`config.mk`:
```
export PLATFORM = sky130hd
export DESIGN_NAME = fifo_burst_reader_flat
export DESIGN_NICKNAME = d
export VERILOG_FILES = /design/src/rtl/fifo_burst_reader_pkg.sv /design/src/rtl/fifo_burst_reader_if.sv /design/src/rtl/fifo_burst_reader_buf2.sv /design/src/rtl/fifo_burst_reader.sv /design/src/flat_wrapper.sv
export SDC_FILE = /design/constraint.sdc
export NUM_CORES = 1
export LEC_CHECK = 0
export ABC_AREA = 0
export CORE_ASPECT_RATIO = 1.75
export CORE_MARGIN = 10
export CORE_UTILIZATION = 35
export CTS_CLUSTER_DIAMETER = 120
export DETAILED_ROUTE_END_ITERATION = 12
export GPL_TIMING_DRIVEN = 0
export PLACE_DENSITY_LB_ADDON = 0.12
export SYNTH_ARGS = -nofsm -noshare
export SYNTH_HDL_FRONTEND = slang
export SYNTH_SLANG_ARGS = --single-unit
```
`constraint.sdc`:
```
create_clock -name clk -period 6.7 [get_ports clk]
set_input_delay 1.005 -clock clk [delete_from_list [all_inputs] [get_ports clk]]
set_output_delay 1.005 -clock clk [all_outputs]
set_load 0.01 [all_outputs]
```
`src/rtl/fifo_burst_reader_pkg.sv`:
```
// fifo_burst_reader_pkg: shared types and sizes for the FIFO burst reader.
package fifo_burst_reader_pkg;
    typedef enum logic [1:0] {IDLE, RUN, DRAIN} state_t;
    localparam int BUF_DEPTH = 2;
    localparam int STALL_W = 16;
endpackage

```
`src/rtl/fifo_burst_reader_if.sv`:
```
// fifo_burst_reader_if: command, FIFO read port and output stream of the burst reader.
interface fifo_burst_reader_if #(parameter int WIDTH = 16, parameter int LEN_W = 8);
    import fifo_burst_reader_pkg::*;
    logic start;
    logic [LEN_W-1:0] burst_len;
    logic busy;
    logic done;
    logic fifo_empty;
    logic fifo_rd_en;
    logic [WIDTH-1:0] fifo_dout;
    logic m_valid;
    logic m_ready;
    logic [WIDTH-1:0] m_data;
    logic m_last;
    logic [STALL_W-1:0] stall_cnt;
    modport master (
        input start, burst_len, fifo_empty, fifo_dout, m_ready,
        output busy, done, fifo_rd_en, m_valid, m_data, m_last, stall_cnt
    );
    modport slave (
        output start, burst_len, fifo_empty, fifo_dout, m_ready,
        input busy, done, fifo_rd_en, m_valid, m_data, m_last, stall_cnt
    );
endinterface

```
`src/rtl/fifo_burst_reader_buf2.sv`:
```
// fifo_burst_reader_buf2: two-entry in-order buffer absorbing the FIFO read latency.
module fifo_burst_reader_buf2
    import fifo_burst_reader_pkg::*;
#(
    parameter int WIDTH = 16
) (
    input  logic             clk,
    input  logic             reset,
    input  logic             wr_en,
    input  logic [WIDTH-1:0] wr_data,
    input  logic             pop,
    output logic [1:0]       occ,
    output logic [WIDTH-1:0] head
);
    logic [WIDTH-1:0] mem [BUF_DEPTH];
    assign head = mem[0];
    always_ff @(posedge clk) begin
        if (reset) begin
            mem[0] <= '0;
            mem[1] <= '0;
            occ <= '0;
        end else begin
            occ <= occ + {1'b0, wr_en} - {1'b0, pop};
            // on pop the tail shifts to the head; an incoming word lands behind whatever remains
            if (pop) begin
                mem[0] <= (occ == 2'd2) ? mem[1] : wr_data;
                if (wr_en) mem[1] <= wr_data;
            end else if (wr_en) begin
                mem[occ[0]] <= wr_data;
            end
        end
    end
endmodule

```
`src/rtl/fifo_burst_reader.sv`:
```
// fifo_burst_reader: pops burst_len FIFO words onto a valid/ready stream with m_last.
// Define FIFO_BURST_READER_STATS_EN to build the saturating consumer-stall counter.
module fifo_burst_reader
    import fifo_burst_reader_pkg::*;
#(
    parameter int WIDTH = 16,
    parameter int LEN_W = 8
) (
    input logic clk,
    input logic reset,
    fifo_burst_reader_if.master bus
);
    state_t state, state_n;
    logic [LEN_W-1:0] len_q, issued, accepted;
    logic inflight, pop, rd_en, launch, last_pop;
    logic [1:0] occ;
    logic [WIDTH-1:0] head;
    assign pop = bus.m_valid & bus.m_ready;
    assign launch = (state == IDLE) && bus.start && (bus.burst_len != '0);
    assign last_pop = pop && (accepted == len_q - 1'b1);
    // the word already in flight still needs a slot, so count it against the buffer
    assign rd_en = !reset && (state == RUN) && !bus.fifo_empty && (issued < len_q) &&
                   (({1'b0, occ} + {2'b0, inflight}) < (3'd2 + {2'b0, pop}));
    assign bus.fifo_rd_en = rd_en;
    assign bus.busy = state != IDLE;
    assign bus.done = !reset && (state == DRAIN) && last_pop;
    assign bus.m_valid = occ != 2'd0;
    assign bus.m_data = head;
    assign bus.m_last = bus.m_valid && (accepted == len_q - 1'b1);
    always_comb begin
        state_n = state;
        if (launch) state_n = RUN;
        if (state == RUN && rd_en && issued == len_q - 1'b1) state_n = DRAIN;
        if (state == DRAIN && last_pop) state_n = IDLE;
    end
    always_ff @(posedge clk) begin
        if (reset) begin
            state <= IDLE;
            len_q <= '0;
            issued <= '0;
            accepted <= '0;
            inflight <= 1'b0;
        end else begin
            state <= state_n;
            inflight <= rd_en;
            if (launch) begin
                len_q <= bus.burst_len;
                issued <= '0;
                accepted <= '0;
            end else begin
                issued <= issued + LEN_W'(rd_en);
                accepted <= accepted + LEN_W'(pop);
            end
        end
    end
    fifo_burst_reader_buf2 #(.WIDTH(WIDTH)) u_buf (
        .clk(clk),
        .reset(reset),
        .wr_en(inflight),
        .wr_data(bus.fifo_dout),
        .pop(pop),
        .occ(occ),
        .head(head)
    );
`ifdef FIFO_BURST_READER_STATS_EN
    logic [STALL_W-1:0] stall_q;
    always_ff @(posedge clk) begin
        if (reset) stall_q <= '0;
        else if (bus.m_valid && !bus.m_ready && stall_q != '1) stall_q <= stall_q + 1'b1;
    end
    assign bus.stall_cnt = stall_q;
`else
    assign bus.stall_cnt = '0;
`endif
endmodule

```
`src/flat_wrapper.sv`:
```
// flat-port wrapper written by rule: the top's interface ports become plain ports
module fifo_burst_reader_flat import fifo_burst_reader_pkg::*;
#(
    parameter int WIDTH = 16,
    parameter int LEN_W = 8
)
  (clk, reset, bus_start, bus_burst_len, bus_fifo_empty, bus_fifo_dout, bus_m_ready, bus_busy, bus_done, bus_fifo_rd_en, bus_m_valid, bus_m_data, bus_m_last, bus_stall_cnt);
  fifo_burst_reader_if #(.WIDTH(WIDTH), .LEN_W(LEN_W)) bus_i ();
  input logic clk;
  input logic reset;
  input wire logic [$bits(bus_i.start)-1:0] bus_start;
  input wire logic [$bits(bus_i.burst_len)-1:0] bus_burst_len;
  input wire logic [$bits(bus_i.fifo_empty)-1:0] bus_fifo_empty;
  input wire logic [$bits(bus_i.fifo_dout)-1:0] bus_fifo_dout;
  input wire logic [$bits(bus_i.m_ready)-1:0] bus_m_ready;
  output wire logic [$bits(bus_i.busy)-1:0] bus_busy;
  output wire logic [$bits(bus_i.done)-1:0] bus_done;
  output wire logic [$bits(bus_i.fifo_rd_en)-1:0] bus_fifo_rd_en;
  output wire logic [$bits(bus_i.m_valid)-1:0] bus_m_valid;
  output wire logic [$bits(bus_i.m_data)-1:0] bus_m_data;
  output wire logic [$bits(bus_i.m_last)-1:0] bus_m_last;
  output wire logic [$bits(bus_i.stall_cnt)-1:0] bus_stall_cnt;
  assign bus_i.start = bus_start;
  assign bus_i.burst_len = bus_burst_len;
  assign bus_i.fifo_empty = bus_fifo_empty;
  assign bus_i.fifo_dout = bus_fifo_dout;
  assign bus_i.m_ready = bus_m_ready;
  assign bus_busy = bus_i.busy;
  assign bus_done = bus_i.done;
  assign bus_fifo_rd_en = bus_i.fifo_rd_en;
  assign bus_m_valid = bus_i.m_valid;
  assign bus_m_data = bus_i.m_data;
  assign bus_m_last = bus_i.m_last;
  assign bus_stall_cnt = bus_i.stall_cnt;
  fifo_burst_reader #(.WIDTH(WIDTH), .LEN_W(LEN_W)) u_core (.clk(clk), .reset(reset), .bus(bus_i));
endmodule
```
==> Word level (Yosys, flattened, before mapping) <==
Memory sizes are Yosys's and may differ from the RTL's.
Index checks and enable logic that the tools add are counted.
{ "word_totals": {"register_bits": 29, "ram_bits": 32, "input_bits": 29, "output_inout_bits": 37, "wordCells": 69, "mem_count": 1} }
{ "op_classes": {"addsub": 7, "order_cmp": 2, "n_eq_ne": 5, "n_mux": 20, "n_bitwise": 3, "reduce_logical": 24} }
{ "memory_table": {"columns": ["memory", "words", "word_bits", "read_ports", "rd_ports_with_merged_regs", "wr", "line_no", "text"], "rows": [
  ["u_core.u_buf.mem", 2, 16, 2, 0, 2, "fifo_burst_reader_buf2.sv:15", "logic [WIDTH-1:0] mem [BUF_DEPTH];"]
]} }
{ "op_table": {"columns": ["operator", "count"], "rows": [
  ["2-to-1 mux 16 bit", 4],
  ["adder 8 x 1 -> 8 bit", 2],
  ["equality test 8 bit", 2],
  ["OR reduction 16 bit", 1],
  ["2-to-1 mux 1 bit", 14],
  ["logical AND 1 bit", 13],
  ["< comparator 8 bit", 1],
  ["nonzero test 8 bit", 1],
  ["subtractor 8 x 1 -> 8 bit (second input constant)", 1],
  ["nonzero test 2 bit", 3],
  ["equality test 2 bit (second input constant)", 2],
  ["2-to-1 mux 2 bit", 2],
  ["OR reduction 2 bit", 2],
  ["adder 2 x 1 -> 3 bit", 1],
  ["adder 2 x 1 -> 3 bit (first input constant)", 1],
  ["< comparator 3 bit", 1],
  ["OR reduction 3 bit", 1],
  ["adder 2 x 1 -> 2 bit", 1],
  ["equality test 2 x 1 -> 1 bit (second input constant)", 1],
  ["zero test 1 bit", 2],
  ["zero test 2 bit", 1],
  ["bitwise OR 1 bit", 2],
  ["subtractor 2 x 1 -> 2 bit", 1],
  ["AND 1 bit", 1]
]} }

==> Longest topological paths before layout <==
Gate-level depths: netlist (run 1).
{ "logic_depth": {"word_depth": 8, "ltp_mapped": 12, "ltp_nobuf": 12} }

==> By module <==
A second synthesis (run 1) with hierarchy kept.
{ "unflattened": {"hier_cells": 337, "area_unflattened_um2": 3537.1} }
{ "modules_own_cells": {"columns": ["mod", "instances", "cells_per_inst", "area_each_um2", "seq_area_each_um2"], "rows": [
  ["fifo_burst_reader", 1, 229, 1924.3, 540.5],
  ["fifo_burst_reader_buf2", 1, 108, 1612.8, 1001.0]
]} }

==> Least setup slack after synthesis (run 1) <==
No wires, ideal clock.
{ "synth_path": {"kind": "register to output", "start": "register u_core.len_q[0]", "end": "output bus_done", "arrival_time_ps": 1957, "required_ps": 5695, "slack_ps": 3738, "stages_incl_launch_ff": 8, "n_path_buf": 0, "path_cell_list": "dfxtp_1 inv_1 ha_1 xnor2_1 a311oi_1 nand3_1 a221o_1 nor4_1"} }
{ "synth_between": {"elab_chain_cells": 4} }
{ "synth_rtl": {"columns": ["item", "line_no", "text"], "rows": [
  ["start, declared", "fifo_burst_reader.sv:14", "logic [LEN_W-1:0] len_q, issued, accepted;"],
  ["start signal, assigned", "fifo_burst_reader.sv:47", "len_q <= bus.burst_len;"],
  ["subtractor 8 x 1 -> 8 bit", "fifo_burst_reader.sv:20", "assign last_pop = pop && (accepted == len_q - 1'b1);"],
  ["equality test 8 bit", "fifo_burst_reader.sv:20", null],
  ["logical AND 1 bit", "fifo_burst_reader.sv:20", null],
  ["logical AND 1 bit", "fifo_burst_reader.sv:26", "assign bus.done = !reset && (state == DRAIN) && last_pop;"],
  ["end, declared", "flat_wrapper.sv:17", "output wire logic [$bits(bus_i.done)-1:0] bus_done;"]
]} }
Every way passes these cells.

==> Final worst setup path (run 1) <==
Same ends and word-level chain as after synthesis.

==> summary.txt, run 1 <==
Outcome
  – Outcome: finished clean

Worst hold path
  – Hold Path Cell Cnt: 2
  – Hold Path Sink: u_core.state[1]
  – Tightest Hold Check Type: register to register
  – Hold_sp: u_core.state[1]

Timing
  – RSZ-0062 raised after global routing: no
  – Min cycle time layout: approximately 4000 ps
  – Final Skew: 4.341 ps
  – Worst slew pin tran: 804.1 ps
  – Slew headroom: 0.4623
  – Max Fclk: ~250 MHz
  – Final hold slack: between 500 and 600 ps
  – Setup TNS: 0 ps
  – Tcrit/Tclk final: 0.6048
  – Final hold vios: 0
  – Slew Limit Fails: 0
  – Finish-stage setup viols: 0

Setup path
  – Critical path capture point type: primary output
  – Startpoint types: register
  – Worst Path Arrival: slightly above 3000 ps
  – CP Class: register to primary output
  – CP Max Fanout: 7
  – Worst flop-to-flop path endpoint: u_core.u_buf.mem[0][12]
  – Worst R2R Setup Slack: about 3600 ps
  – Worst R2R Start: u_core.u_buf.occ[0]
  – Worst Path Required: around 5700 ps
  – FF-to-FF path depth: 9

Synthesis
  – Post-synth ARST share: 0
  – Mapped Area: 0.003382 mm2
  – Post-synth EDFFs: 32
  – Cells after synthesis: roughly 340
  – Yosys top cell area share: 0.2841
  – Seq/Total Area, Yosys: 0.4558
  – Yosys warning count: 0
  – Yosys cell types: 54
  – Synth area leaders: edfxtp_1, dfxtp_1, ha_1, nor2_1, xnor2_1
  – Synth area leader: edfxtp_1
  – Top_reg_cell synth: edfxtp_1
  – #FFs+latches synth: slightly above 60
  – Synth Area per Inst: about 10 um2

Clocking
  – Worst skew pair latency: 330 ps
  – Max Root-Sink Buffers: 2
  – Clock transition at path regs: approximately 50 ps
  – Post-CTS Setup Repair Bufs: 0
  – Clock sink count: 61
  – PostCTS Resize Cnt: 0
  – CTS tree: done
  – Root buf cell: clkbuf_16
  – CTS Hold Bufs: 0
  – Num CTS Buffers: 9
  – Deepest level of the CTS H-tree: 3

Routing
  – Vias per cell: ~4.6
  – Routed via count: approximately 2500
  – # DRC: 0
  – Routed wire per std cell: approximately 15 um
  – Initial DRC count: 51
  – Antenna Nets Post-Route: 0
  – Drt total wl: 7.978 mm
  – TritonRoute pass-1 iters: 5

Global route
  – Gr usage total: 0.1198
  – First-pass GRT wire length: around 13 mm
  – Vias in the first global route: 2563
  – Initial antenna violation count: 0
  – Largest net degree at the start of global routing: 17
  – GRT overflow: 0

Pwr
  – Max IR drop VDD: roughly 0.14 mV
  – P_leak: between 1.5 and 2 nW
  – Design Power: 1.189 mW
  – Power Density: 273.2 mW/mm2

Die
  – FP Rows: between 40 and 50
  – Initial Utilization: 0.3572
  – Total core area: 0.009468 mm2
  – IO Count: 66
  – Die width: 94.31 um
  – Die area: between 0.01 and 0.015 mm2
  – Chip height: between 150 and 200 um

Cells and area
  – Diodes inserted: 0
  – Fill count: roughly 940
  – Area of the multi-input gates: about 0.0017 mm2
  – P&R area growth vs syn: 28.63%
  – Layout Nets: 467
  – Storage cell area: around 0.0015 mm2
  – Commonest non-fill, non-tap cell in the layout: clkdlybuf4s50_1
  – Share of cells above drive strength 1: 0.1156
  – Commonest cells after routing, fill and taps aside: clkdlybuf4s50_1, nor2_1, edfxtp_1
  – Util after Layout: 0.4595

Placement
  – Port buffer count: just under 50
  – GPL Wtd Cong: around 0.85
  – DP HPWL: ~6.4 mm

Job
  – Max cap viols: 0
==> per-stage QoR <==
step	setup slack, ps	std cells	instance area (um2)
after floorplan	3738	359	3438
after global placement	2717	530	4081
after detailed placement	2691	530	4081
after CTS	2643	546	4350
after global routing	2476	546	4350
final	2648	546	4350
==> state kept, by name (all words and copies together), names as in the netlist <==
signal and count:
u_core.state 2, u_core.inflight 1, u_core.u_buf.mem 32, u_core.u_buf.occ 2, u_core.issued 8, u_core.len_q 8, u_core.accepted 8
==> metal layers <==
layer	vias to the layer above	global-route usage	share of wire
met3	13	0.03661	0.051
met5	-	0	0
li1	1319	-	-
met4	0	0.06718	0.028
met1	1139	0.1123	0.36
met2	62	0.2203	0.56
==> power breakdown <==
| group | internal, mW | leakage [nW] | switching [mW] |
|---|---|---|---|
| Combinational | 0.141 | 1.03 | 0.158 |
| Sequential | 0.450 | 0.568 | 0.0228 |
| Clock | 0.256 | 0.133 | 0.160 |
| Total | 0.848 | 1.73 | 0.341 |
==> area by class of cell <==
class,instances,share of cell area
clock buffer,11,0.05580
inverter,15,0.01294
clock inverter,5,0.006040
sequential,61,0.3543
timing repair buffer,49,0.1127
buffer,29,0.04343
tap,122,0.03509
multi-input combinational,254,0.3796
==> Yosys cell counts (2+ instances only) <==
master / count
nor2_1: 46
edfxtp_1: 32
dfxtp_1: 29
and2_1: 20
a21oi_1: 19
ha_1: 19
o21ai_0: 19
nand3_1: 17
xnor2_1: 17
buf_4: 16
xor2_1: 14
inv_1: 13
clkbuf_1: 7
mux2i_1: 7
nand2_1: 6
nor3_1: 5
nor4_1: 5
nand2b_1: 4
nor2b_1: 4
a211oi_1: 2
a31oi_1: 2
a41oi_2: 2
and3_1: 2
buf_2: 2
inv_2: 2
nor3_2: 2
o21a_1: 2
or2_2: 2
or3_1: 2
==> worst max path at each step <==
stage                    start                      end  slack (ps)
3_3_place_gp             reset           bus_fifo_rd_en        2720
3_5_place_dp       bus_m_ready  u_core.u_buf.mem[0][11]        2690
6_report       u_core.len_q[0]                 bus_done        2650
2_1_floorplan  u_core.len_q[0]                 bus_done        3740
4_1_cts        u_core.len_q[0]                 bus_done        2640
5_1_grt        u_core.len_q[0]                 bus_done        2480
==> critical path: stages (launching register included) <==
cell and delay (ps):
dfxtp_1 490, inv_1 100, ha_1 280, xor2_1 280
xnor2_1 160, nand3_1 100, a221o_1 320, nor4_1 360
clkdlybuf4s50_1 620
==> cell families (layout without fill, tap and decap cells) <==
logic type / Yosys count / after routing / synth area share
XOR/XNOR: 31 / 31 / 0.08028
flip-flops: 61 / 61 / 0.4558
AO/OA/AOI/OAI: 56 / 56 / 0.1017
other: 1 / 16 / 0.001109
buffers and inverters: 44 / 109 / 0.07251
AND/OR/NAND/NOR: 124 / 124 / 0.1942
multiplexers: 8 / 8 / 0.02405
adder cells (fa/ha/maj): 19 / 19 / 0.07029
No activity file was read; power rests on OpenSTA's default activity.
==> inputs of run 2 (changes only) <==
==> constraint.sdc (replaced) <==
create_clock -name clk -period 3.6 [get_ports clk]
set_input_delay 0.54 -clock clk [delete_from_list [all_inputs] [get_ports clk]]
set_output_delay 0.54 -clock clk [all_outputs]
set_load 0.01 [all_outputs]
==> summary.txt, run 2 (same netlist as run 1, synthesis figures left out) <==
Setup path
  – CP Class: register to primary output
  – FF-to-FF path depth: 9 (unchanged)
  – CP Max Fanout: 5 (-2)
  – Startpoint types: register
  – Worst Path Required: 3060 ps (-2630 ps)
  – Worst R2R Start: u_core.u_buf.occ[0]
  – Critical path, cell by cell: inv_1 > ha_1 > xor2_1 > xnor2_1 > nand3_1 > a221o_1 > nor3_1 > clkdlybuf4s50_1
  – CP peak stage delay: 590 ps (-30 ps)
  – CP max stage cell: clkdlybuf4s50_1
  – Worst R2R Setup Slack: 510 ps (-3100 ps)
  – Worst flop-to-flop path endpoint: u_core.u_buf.mem[0][12]
  – Worst Path Arrival: 2820 ps (-230 ps)
  – Critical path capture point type: primary output

Placement
  – Port buffer count: 49 (unchanged)
  – Setup slack at placement: 55.68 ps (-2635 ps)
  – GPL Wtd Cong: 0.8477 (unchanged)
  – DP HPWL: 6.425 mm (unchanged)
  – Post-DP Area: 0.004081 mm2 (unchanged)
  – Placed cell count: 530 (unchanged)

Cells and area
  – Fill count: 937 (-0.11%)
  – Commonest non-fill, non-tap cell in the layout: clkdlybuf4s50_1
  – Max reg flops: 32 (unchanged)
  – P&R area growth vs syn: 28.75% (about the same)
  – Post-route insts no fill: 546 (unchanged)
  – Share of cells above drive strength 1: 0.1179 (+0.002358)
  – Diodes inserted: 0 (unchanged)
  – Design Area, Final: 0.004354 mm2 (about the same)
  – Layout Nets: 467 (unchanged)
  – Util after Layout: 0.4599 (about the same)
  – Commonest cells after routing, fill and taps aside: clkdlybuf4s50_1, nor2_1, edfxtp_1
  – Most flops, register: u_core.u_buf.mem

Clocking
  – CTS Hold Bufs: 0 (unchanged)
  – Clock transition at path regs: 50 ps (about the same)
  – Worst skew pair latency: 330 ps (about the same)
  – Post-CTS Setup Repair Bufs: 0 (unchanged)
  – CTS tree: done
  – Deepest level of the CTS H-tree: 3 (unchanged)
  – Clock sink count: 61 (unchanged)
  – Root buf cell: clkbuf_16
  – PostCTS Resize Cnt: 0 (unchanged)
  – Max Root-Sink Buffers: 2 (unchanged)
  – Num CTS Buffers: 9 (unchanged)

Global route
  – Met3 usage: 0.03661 (unchanged)
  – GR met1 Demand/Resource: 0.1123 (unchanged)
  – Grt peak-use layer: met2
  – Initial antenna violation count: 0 (unchanged)
  – First-pass GRT wire length: 12.92 mm (unchanged)
  – Met2 usage: 0.2203 (unchanged)
  – Gr usage total: 0.1198 (unchanged)
  – GRT overflow: 0 (unchanged)
  – Largest net degree at the start of global routing: 17 (unchanged)
  – Vias in the first global route: 2563 (unchanged)

Routing
  – Drt total wl: 7.978 mm (unchanged)
  – Antenna Nets Post-Route: 0 (unchanged)
  – Vias per cell: 4.639 (unchanged)
  – Initial DRC count: 51 (unchanged)
  – # DRC: 0 (unchanged)
  – TritonRoute pass-1 iters: 5 (unchanged)
  – Routed via count: 2533 (unchanged)
  – Routed wire per std cell: 14.61 um (unchanged)

Die
  – FP Rows: 47 (unchanged)
  – Initial Utilization: 0.3572 (unchanged)
  – Die width: 94.31 um (unchanged)
  – Die area: 0.01415 mm2 (unchanged)
  – Chip height: 150.0 um (unchanged)
  – IO Count: 66 (unchanged)
  – Total core area: 0.009468 mm2 (unchanged)

Timing
  – Final Skew: 4.341 ps (unchanged)
  – Slew headroom: 0.4623 (unchanged)
  – Tcrit/Tclk final: 0.9342
  – Final hold vios: 0 (unchanged)
  – Finish-stage setup viols: 0 (unchanged)
  – Setup TNS: 0 ps (unchanged)
  – Max Fclk: just under 300 MHz
  – Crit path setup slack, layout: 237.0 ps (-2411 ps)
  – Min cycle time layout: around 3400 ps
  – RSZ-0062 raised after global routing: no
  – Slew Limit Fails: 0 (unchanged)
  – Worst slew pin tran: 804.1 ps (unchanged)
  – Final hold slack: 510.7 ps (unchanged)

Pwr
  – Design Power: 2.212 mW (+86%)
  – Register share of total power: 0.398 (about the same)
  – Power Density: 508.1 mW/mm2 (+86%)
  – Sw Share: 0.2866 (about the same)
  – Clk network pwr share: 0.351 (about the same)
  – P_leak: 1.750 nW (+1.1%)
  – Logic gate share of total power: 0.252 (about the same)
  – P_sw: 0.6341 mW (+86%)
  – Internal: 1.578 mW (+86%)
  – Max IR drop VDD: 0.2565 mV (+86%)

Worst hold path
  – Tightest Hold Check Type: register to register
  – Hold Path Sink: u_core.state[1]
  – Hold Path Cell Cnt: 2 (unchanged)
  – Hold_sp: u_core.state[1]

Job
  – Max cap viols: 0 (unchanged)

Outcome
  – Outcome: finished clean
## run 2: cell count changes in the layout (fill, tap and decap cells not counted), sizes merged
cell / previous run / this run
clkdlybuf4s50: 49 / 48
dlymetal6s2s: 1 / 2
## run 2: worst max-delay path by stage
| stage | start | slack, ps | endpoint |
|---|---|---|---|
| final | u_core.len_q[1] | 240 | bus_m_last |
| after global routing | u_core.len_q[1] | 60 | bus_m_last |
| after CTS | u_core.len_q[0] | 8 | bus_done |
| after detailed placement | bus_m_ready | 60 | u_core.u_buf.mem[0][11] |
| after global placement | bus_m_ready | 120 | u_core.u_buf.mem[0][11] |
| after floorplan | u_core.u_buf.occ[0] | 1090 | u_core.u_buf.mem[0][0] |
## run 2: final cells by class
cell class                 instances  area (um2)  share of cell area
buffer                            29       188.9             0.04339
clock buffer                      11       242.7             0.05575
clock inverter                     5       26.28            0.006034
inverter                          15       56.30             0.01293
multi-input combinational        254        1652              0.3793
sequential                        61        1543              0.3543
tap                              122       152.6             0.03506
timing repair buffer              49       493.0              0.1132
## run 2: worst max-delay path: cells and delay by family, from the launching register on
family,cells,cell delay (ps)
xor gates and xnor gates,2,440
AOI/OAI and AO/OA,1,320
DFF,1,440
buffers and inverters,2,710
adders and majority gates,1,270
and+or+nand+nor,2,310
## run 2: layer usage
metal | part of all wire | up-vias | routed length, um
met3 | 0.052 | 13 | 417
met5 | 0 | - | 0
li1 | - | 1319 | -
met4 | 0.028 | 0 | 225
met1 | 0.36 | 1139 | 2885
met2 | 0.56 | 62 | 4450
## run 2: power by group through the flow
stage	Clock [mW]	Combinational, mW	Sequential, mW
after floorplan	0	0.319	0.908
after global placement	0	0.559	0.892
after detailed placement	0	0.563	0.895
after CTS	0.797	0.566	0.881
after global routing	0.834	0.626	0.888
final	0.776	0.557	0.880
==> inputs of run 3 (changes only) <==
--- a/config.mk
+++ b/config.mk
@@ -9,10 +9,11 @@
 export CORE_ASPECT_RATIO = 1.75
 export CORE_MARGIN = 10
 export CORE_UTILIZATION = 35
-export CTS_CLUSTER_DIAMETER = 120
+export CTS_CLUSTER_DIAMETER = 150
 export DETAILED_ROUTE_END_ITERATION = 12
 export GPL_TIMING_DRIVEN = 0
 export PLACE_DENSITY_LB_ADDON = 0.12
+export RECOVER_POWER = 100
 export SYNTH_ARGS = -nofsm -noshare
 export SYNTH_HDL_FRONTEND = slang
 export SYNTH_SLANG_ARGS = --single-unit
==> summary.txt, run 3 (same netlist as run 1, synthesis figures left out) <==
Outcome
  – Outcome: finished clean

Routing
  – # DRC: 0 (unchanged)
  – Vias per cell: 4.659 (+0.43%)
  – Initial DRC count: 48 (-5.9%)
  – TritonRoute pass-1 iters: 4 (-1)
  – Antenna Nets Post-Route: 0 (unchanged)
  – Routed wire per std cell: 14.54 um (-0.46%)
  – Drt total wl: 7.941 mm (-0.46%)
  – Routed via count: 2544 (+0.43%)

Cells and area
  – Layout Nets: 467 (unchanged)
  – Most flops, register: u_core.u_buf.mem
  – P&R area growth vs syn: 28.01%
  – Commonest cells after routing, fill and taps aside: nor2_1, edfxtp_1, dfxtp_1
  – Diodes inserted: 0 (unchanged)
  – Max reg flops: 32 (unchanged)
  – Commonest non-fill, non-tap cell in the layout: nor2_1
  – Share of cells above drive strength 1: 0.1061 (-0.01179)

Timing
  – Final hold vios: 0 (unchanged)
  – Final Skew: 3.221 ps (-1.120 ps)
  – Worst slew pin tran: 769.9 ps (-34.12 ps)
  – RSZ-0062 raised after global routing: no
  – Max Fclk: 299.2 MHz (+0.62%)
  – Slew headroom: 0.4852 (+0.02282)
  – Tcrit/Tclk final: 0.9284 (-0.005761)
  – Finish-stage setup viols: 0 (unchanged)
  – Min cycle time layout: 3342 ps (-20.74 ps)
  – Setup TNS: 0 ps (unchanged)
  – Slew Limit Fails: 0 (unchanged)

Setup path
  – Startpoint types: register
  – Critical path capture point type: primary output
  – CP Max Fanout: 5 (unchanged)
  – Worst Path Arrival: 2800 ps (-20 ps)
  – CP Class: register to primary output
  – Worst Path Required: 3060 ps (about the same)

Global route
  – Gr usage total: 0.1198 (unchanged)
  – Initial antenna violation count: 0 (unchanged)
  – GR met1 Demand/Resource: 0.1123 (unchanged)
  – GRT overflow: 0 (unchanged)
  – First-pass GRT wire length: 12.92 mm (unchanged)
  – Largest net degree at the start of global routing: 17 (unchanged)
  – Grt peak-use layer: met2
  – Vias in the first global route: 2563 (unchanged)
  – Met3 usage: 0.03661 (unchanged)
  – Met2 usage: 0.2203 (unchanged)

Clocking
  – Max Root-Sink Buffers: 2 (unchanged)
  – Worst skew pair latency: 330 ps (about the same)
  – Root buf cell: clkbuf_16
  – Clock transition at path regs: 50 ps (about the same)
  – Deepest level of the CTS H-tree: 3 (unchanged)
  – Clock sink count: 61 (unchanged)
  – Num CTS Buffers: 9 (unchanged)
  – CTS tree: done

Die
  – Chip height: 150.0 um (unchanged)
  – Die width: 94.31 um (unchanged)
  – FP Rows: 47 (unchanged)
  – Total core area: 0.009468 mm2 (unchanged)
  – IO Count: 66 (unchanged)
  – Die area: 0.01415 mm2 (unchanged)
  – Initial Utilization: 0.3572 (unchanged)

Placement
  – DP HPWL: 6.425 mm (unchanged)
  – GPL Wtd Cong: 0.8477 (unchanged)
  – Port buffer count: 49 (unchanged)

Job
  – Max cap viols: 0 (unchanged)

Pwr
  – Power Density: 504.0 mW/mm2 (-0.79%)
  – Max IR drop VDD: 0.2522 mV (-1.7%)
  – Design Power: 2.182 mW (-1.4%)
  – P_leak: 1.740 nW (-0.58%)

Worst hold path
  – Tightest Hold Check Type: register to register
run 3: through the flow:
step / std cells / area (um2) / utilization / hold WS, ps / setup WS, ps
final: 546 / 4329 / 0.4572 / 511.3 / 257.7
after global routing: 546 / 4329 / 0.4572 / 555.0 / 63.13
after CTS: 546 / 4350 / 0.4595 / 519.2 / 7.620
after detailed placement: 530 / 4081 / 0.4311 / 511.5 / 55.68
after global placement: 530 / 4081 / 0.4311 / 482.8 / 122.2
after floorplan: 359 / 3438 / - / 463.9 / 1087
run 3: final cells by class:
cell class	instances	area, um2
Buffer	29	186.4
Clock buffer	11	242.7
Clock inverter	5	26.28
Fill cell	938	5139
Inverter	15	56.30
Multi-Input combinational cell	254	1638
Sequential cell	61	1543
Tap cell	122	152.6
Timing Repair Buffer	49	484.2
run 3: worst max-delay path, stage by stage (launching register included):
cell             delay (ps)
dfxtp_1                 430
inv_1                   120
ha_1                    270
and4b_1                 210
o31ai_1                 220
nand3_1                 110
a221o_1                 320
nor3_1                  210
clkdlybuf4s50_1         590
run 3: path summary, 6_finish.rpt:
check / depth (start not counted) / to / start / slack (ps)
worst min register to register: 2 / u_core.state[1] / u_core.state[1] / 510
worst max register to register: 9 / u_core.u_buf.mem[0][8] / u_core.u_buf.occ[0] / 510
worst min-delay path: 2 / u_core.state[1] / u_core.state[1] / 510
worst max-delay path: 8 / bus_m_last / u_core.len_q[1] / 260
run 3: routing by layer:
layer	wire length [um]	vias up
li1	-	1322
met1	2883	1148
met2	4510	62
met3	383	12
met4	163	0
met5	0	-
run 3: power by group:
group	total (mW)	leakage (nW)	switching [mW]	internal (mW)
Sequential	0.877	0.568	0.0401	0.837
Combinational	0.531	1.04	0.291	0.240
Clock	0.774	0.133	0.296	0.477
Total	2.18	1.74	0.627	1.55
run 3: what timing repair did:
item                                   4_1_cts  5_1_grt
resized for setup                            0        2
hold buffers                                 0        0
setup endpoints to repair                    0        2
endpoints found under the hold margin        0        0
buffers inserted                             0        0
